<file path="config.mk">
export PLATFORM = sky130hd
export DESIGN_NAME = cond_logic
export DESIGN_NICKNAME = d
export VERILOG_FILES = /design/src/rtl/cond_pkg.sv /design/src/rtl/cond_check.sv /design/src/rtl/cond_logic.sv
export SDC_FILE = /design/constraint.sdc
export NUM_CORES = 1
export LEC_CHECK = 0
export ABC_AREA = 1
export BUFFER_PORTS_ARGS = -buffer_cell sky130_fd_sc_hd__buf_2
export CORE_AREA = 2 2 56 58
export CTS_CLUSTER_DIAMETER = 120
export DETAILED_ROUTE_END_ITERATION = 10
export DIE_AREA = 0 0 58 60
export PLACE_DENSITY = 0.76
export SYNTH_ARGS = -nofsm -noshare
export SYNTH_HDL_FRONTEND = slang
export SYNTH_SLANG_ARGS = --single-unit
</file>
<file path="constraint.sdc">
create_clock -name clk -period 2.4 [get_ports clk]
set_input_delay 0.48 -clock clk [delete_from_list [all_inputs] [get_ports clk]]
set_output_delay 0.48 -clock clk [all_outputs]
set_load 0.01 [all_outputs]
</file>
<file path="src/rtl/cond_pkg.sv">
// Shared definitions for the conditional-execution block: condition-code
// encodings (instruction bits [31:28]) and bit positions inside the
// architectural {N,Z,C,V} flags register.
package cond_pkg;

  // Condition-code field encodings.
  typedef enum logic [3:0] {
    COND_EQ = 4'b0000,
    COND_NE = 4'b0001,
    COND_CS = 4'b0010,
    COND_CC = 4'b0011,
    COND_MI = 4'b0100,
    COND_PL = 4'b0101,
    COND_VS = 4'b0110,
    COND_VC = 4'b0111,
    COND_HI = 4'b1000,
    COND_LS = 4'b1001,
    COND_GE = 4'b1010,
    COND_LT = 4'b1011,
    COND_GT = 4'b1100,
    COND_LE = 4'b1101,
    COND_AL = 4'b1110,
    COND_NV = 4'b1111
  } cond_e;

  // Flag bit positions inside the 4-bit flags vector.
  localparam int FLAG_N = 3;
  localparam int FLAG_Z = 2;
  localparam int FLAG_C = 1;
  localparam int FLAG_V = 0;

endpackage

</file>
<file path="src/rtl/cond_check.sv">
// Purely combinational condition evaluator: decides whether an instruction's
// condition field passes against the current architectural flags.
module cond_check
  import cond_pkg::*;
(
  input  logic [3:0] Cond,
  input  logic [3:0] Flags,
  output logic       CondEx_raw
);

  logic n, z, c, v;

  assign n = Flags[FLAG_N];
  assign z = Flags[FLAG_Z];
  assign c = Flags[FLAG_C];
  assign v = Flags[FLAG_V];

  // Decode the condition field into a pass/fail against the flag values.
  always_comb begin
    CondEx_raw = 1'b0;
    case (cond_e'(Cond))
      COND_EQ: CondEx_raw = z;
      COND_NE: CondEx_raw = ~z;
      COND_CS: CondEx_raw = c;
      COND_CC: CondEx_raw = ~c;
      COND_MI: CondEx_raw = n;
      COND_PL: CondEx_raw = ~n;
      COND_VS: CondEx_raw = v;
      COND_VC: CondEx_raw = ~v;
      COND_HI: CondEx_raw = c & ~z;
      COND_LS: CondEx_raw = ~c | z;
      COND_GE: CondEx_raw = (n == v);
      COND_LT: CondEx_raw = (n != v);
      COND_GT: CondEx_raw = ~z & (n == v);
      COND_LE: CondEx_raw = z | (n != v);
      COND_AL: CondEx_raw = 1'b1;
      COND_NV: CondEx_raw = 1'b0;
      default: CondEx_raw = 1'b0;
    endcase
  end

endmodule

</file>
<file path="src/rtl/cond_logic.sv">
// Conditional-execution unit: gates the decoder's write intents with the
// condition result, owns the architectural {N,Z,C,V} flags register and a
// saturating count of condition-failed instructions.
// Optional macro COND_STALL_EN adds a Stall input that freezes state and
// suppresses all write enables while asserted.
module cond_logic
  import cond_pkg::*;
(
  input  logic        clk,
  input  logic        reset,
`ifdef COND_STALL_EN
  input  logic        Stall,
`endif
  input  logic [3:0]  Cond,
  input  logic [3:0]  ALUFlags,
  input  logic [1:0]  FlagW,
  input  logic        PCS,
  input  logic        RegW,
  input  logic        MemW,
  input  logic        Flush,
  output logic        PCSrc,
  output logic        RegWrite,
  output logic        MemWrite,
  output logic        CondEx,
  output logic [3:0]  Flags,
  output logic [15:0] SkipCnt
);

  logic [3:0]  flags_q, flags_d;
  logic [15:0] skipCnt_q, skipCnt_d;
  logic        condExRaw;
  logic        stallActive;
  logic        anyIntent;
  logic        skipEvent;

`ifdef COND_STALL_EN
  assign stallActive = Stall;
`else
  assign stallActive = 1'b0;
`endif

  // Condition is evaluated against the registered flags only, so a flag
  // write becomes visible one instruction later.
  cond_check u_cond_check (
    .Cond       (Cond),
    .Flags      (flags_q),
    .CondEx_raw (condExRaw)
  );

  assign CondEx   = condExRaw & ~Flush & ~stallActive;
  assign PCSrc    = PCS  & CondEx;
  assign RegWrite = RegW & CondEx;
  assign MemWrite = MemW & CondEx;

  // A skip is a real instruction (some intent present) whose condition
  // failed; flushed or stalled slots are not counted.
  assign anyIntent = PCS | RegW | MemW | (|FlagW);
  assign skipEvent = ~condExRaw & ~Flush & ~stallActive & anyIntent;

  // Next-state for the flag halves and the saturating skip counter.
  always_comb begin
    flags_d   = flags_q;
    skipCnt_d = skipCnt_q;
    if (FlagW[1] & CondEx) begin
      flags_d[FLAG_N] = ALUFlags[FLAG_N];
      flags_d[FLAG_Z] = ALUFlags[FLAG_Z];
    end
    if (FlagW[0] & CondEx) begin
      flags_d[FLAG_C] = ALUFlags[FLAG_C];
      flags_d[FLAG_V] = ALUFlags[FLAG_V];
    end
    if (skipEvent && (skipCnt_q != 16'hFFFF)) begin
      skipCnt_d = skipCnt_q + 16'd1;
    end
  end

  // State registers with synchronous reset overriding any pending update.
  always_ff @(posedge clk) begin
    if (reset) begin
      flags_q   <= 4'b0000;
      skipCnt_q <= 16'd0;
    end else begin
      flags_q   <= flags_d;
      skipCnt_q <= skipCnt_d;
    end
  end

  assign Flags   = flags_q;
  assign SkipCnt = skipCnt_q;

endmodule

</file>
==> key figures <==
Status
  • Status: finished clean

Floorplan
  • Rows: 20
  • Die area: 3480 sq um
  • Die height: 60 microns
  • Die Span X: 58 microns
  • IO Count: 40
  • Placeable core region: 2900 sq um
  • Initial Utilization: 0.484

Yosys
  • Post-synthesis xor/xnor area fraction: 0.0749
  • Mapped Cells: 217
  • Compound-cell area share of the yosys netlist: 0.0802
  • Sequential share of the synthesized area: 0.285
  • Largest family of logic cells by synthesized area: simple AND/OR/NAND/NOR gates
  • Mapped Area: 1400 sq um
  • Syn nets: 234
  • Avg Inst Size Synth: 6.47 sq um
  • Synth cell types: 30
  • Mux cell area share after synthesis: 0
  • Fraction of the mapped netlist area in adder cells: 0.00891
  • FF+latch count, synth: 20
  • Yosys warning count: 0
  • Synth Area in Simple Gates: 0.457

Clocking
  • Skew-Pair Late Insertion Delay: 0.31 ns
  • Worst-case clock buffer depth: 2
  • CTS Hold Buffers Added: 0
  • CTS tree: yes
  • TritonCTS Sinks: 20
  • Root Driver: clkbuf_4
  • CTS H-tree depth: 1
  • CTS buffer count: 3
  • Clk slew on worst S/H paths: 0.13 ns

Worst setup path
  • Largest stage delay, worst path: 0.38 ns
  • CP arrival: 1.76 ns
  • Critical-path cell list: inv_2 -> nand2_1 -> nand2_1 -> nand2_1 -> nand2_1 -> nand2_1 -> nand3_1 -> nand2_1 -> nand2_2 -> nand2_4 -> nor2_2 -> inv_1 -> nor2_1 -> buf_2
  • Crit Path Max Fanout: 4
  • CP Capture Type: output pin
  • Top Family by Delay on Critical Path: simple AND/OR/NAND/NOR gates
  • Slowest stage cell, crit path: dfxtp_4
  • Critical path buffers and inverters: 3
  • Required time worst endpoint: 1.92 ns
  • Most used cell along the critical path: nand2_1
  • Crit Path Category: register to output pin
  • WP depth: 14
  • Reg2reg path depth: 9
  • CP startpoint kind: register

Detailed routing
  • # DRC: 0
  • Routed len/inst: 11.3 microns
  • DR vias/cell: 5.09
  • Via count: 1472
  • Initial DRC count: 81
  • Final wirelength: 3270 microns
  • Post-DRT Antenna Nets: 0
  • 1st-pass router iterations: 4

Timing
  • Worst hold slack: 0.387 ns
  • Final slew viol count: 0
  • Clock period minus worst slack: 2.24 ns
  • Final hold viol count: 0
  • Measured slew at the worst slew-check pin: 0.646 ns
  • Slew headroom: 0.565
  • Post-route clock period utilization: 0.934
  • Final Setup Violations: 0
  • Final setup margin: 0.157 ns
  • Fmax: 446 MHz
  • Clk_skew: 0.0148 ns

GRT
  • Largest net degree at the start of global routing: 18
  • GRT overflow: 0
  • Initial antenna violation count: 0
  • First-pass GRT wire length: 5470 microns
  • GRT Util Overall: 0.196
  • Vias in the first global route: 1307

Layout
  • Most common cell after layout, fill and taps aside: nand2_1
  • Layout area overhead: 20.0%
  • ANT cells: 0
  • Most frequent cells in the layout: nand2_1, buf_2, nor2_1
  • Nets: 274
  • Final core occ: 0.580
  • Layout cell share with drive strength beyond 1: 0.254

Power
  • Static leakage: 0.819 nW
  • Power per cell area: 458 nW/um^2
  • Worst vdd ir: 0.456 mV

Run
  • # Max-Cap Violations: 0

Placed design
  • HPWL Detailed: 2410 microns
  • Worst slack at placement: 0.208 ns
  • Placer congestion estimate: 0.876
  • Number of port buffers: 39

Hold path
  • Worst Hold Class: input port to register
  • WHS Path Cells: 3
registers in the layout (all words and copies together), names as in the netlist:
name,cells
Flags,4
SkipCnt,16
worst min-delay path: stages:
cell and delay [ns]:
buf_2 0.08, nor2_1 0.03, nor2_1 0.08
kinds of logic after synthesis:
group / after synthesis
flops: 20
compound gates: 19
buf+inv: 32
fa+ha+maj: 1
simple gates: 133
xor+xnor: 12
cell usage after synthesis:
library cell	n	area, sq um
nand2_1	61	229
nor2_1	25	93.8
dfxtp_1	20	400
inv_1	19	71.3
nand4_1	18	113
nand3_1	13	65.1
a21oi_1	11	55.1
xor2_1	8	70.1
nor3_1	7	35.0
inv_2	6	22.5
a21oi_2	4	35.0
xnor2_1	4	35.0
clkbuf_1	3	11.3
o21ai_0	2	10.0
buf_1	1	3.75
buf_4	1	7.51
buf_6	1	11.3
clkinv_1	1	3.75
ha_1	1	12.5
nand2_2	1	6.26
nand2_4	1	11.3
nand3_2	1	10.0
nand3_4	1	17.5
nand4_4	1	21.3
nor2_4	1	11.3
nor3_4	1	16.3
nor4_1	1	6.26
o21ai_1	1	5.00
o31ai_1	1	7.51
or2_1	1	6.26
repair_timing:
action | CTS | global route
buffers inserted | 0 | 0
gates resized for setup | 0 | 6
endpoints found under the setup margin | 0 | 3
power by group:
part | total, mW | internal [mW] | switching [mW]
logic | 0.146 | 0.0509 | 0.0948
clock network | 0.276 | 0.169 | 0.108
registers | 0.349 | 0.339 | 0.0101
layout make-up:
cell class,count,area [sq um]
multi-input combinational,165,875
tap,33,41.3
sequential,20,408
fill,290,1220
clock buffer,3,22.5
inverter,26,97.6
timing repair buffer,41,210
clock inverter,1,30.0
per-layer routing:
metal / vias up / global-route usage / share of wire
li1: 793 / - / -
met1: 640 / 0.243 / 0.45
met2: 35 / 0.360 / 0.49
met3: 4 / 0.0238 / 0.049
met4: 0 / 0.0465 / 0.0064
met5: - / 0 / 0
metrics by stage:
step	instance area (sq um)	TNS [ns]	std cells	power, mW
6_report	1680	0	289	0.771
5_1_grt	1680	-0.0139	289	0.806
4_1_cts	1670	0	289	0.774
3_5_place_dp	1620	0	285	0.501
3_3_place_gp	1620	0	285	0.499
2_1_floorplan	1400	0	217	0.456
final timing paths:
check              start          end  slack (ns)
max             Flags[0]     MemWrite        0.16
min          ALUFlags[1]     Flags[1]        0.39
max reg2reg   SkipCnt[0]   SkipCnt[1]        0.37
min reg2reg  SkipCnt[13]  SkipCnt[13]        0.50
(Power assumes the default switching activity.)
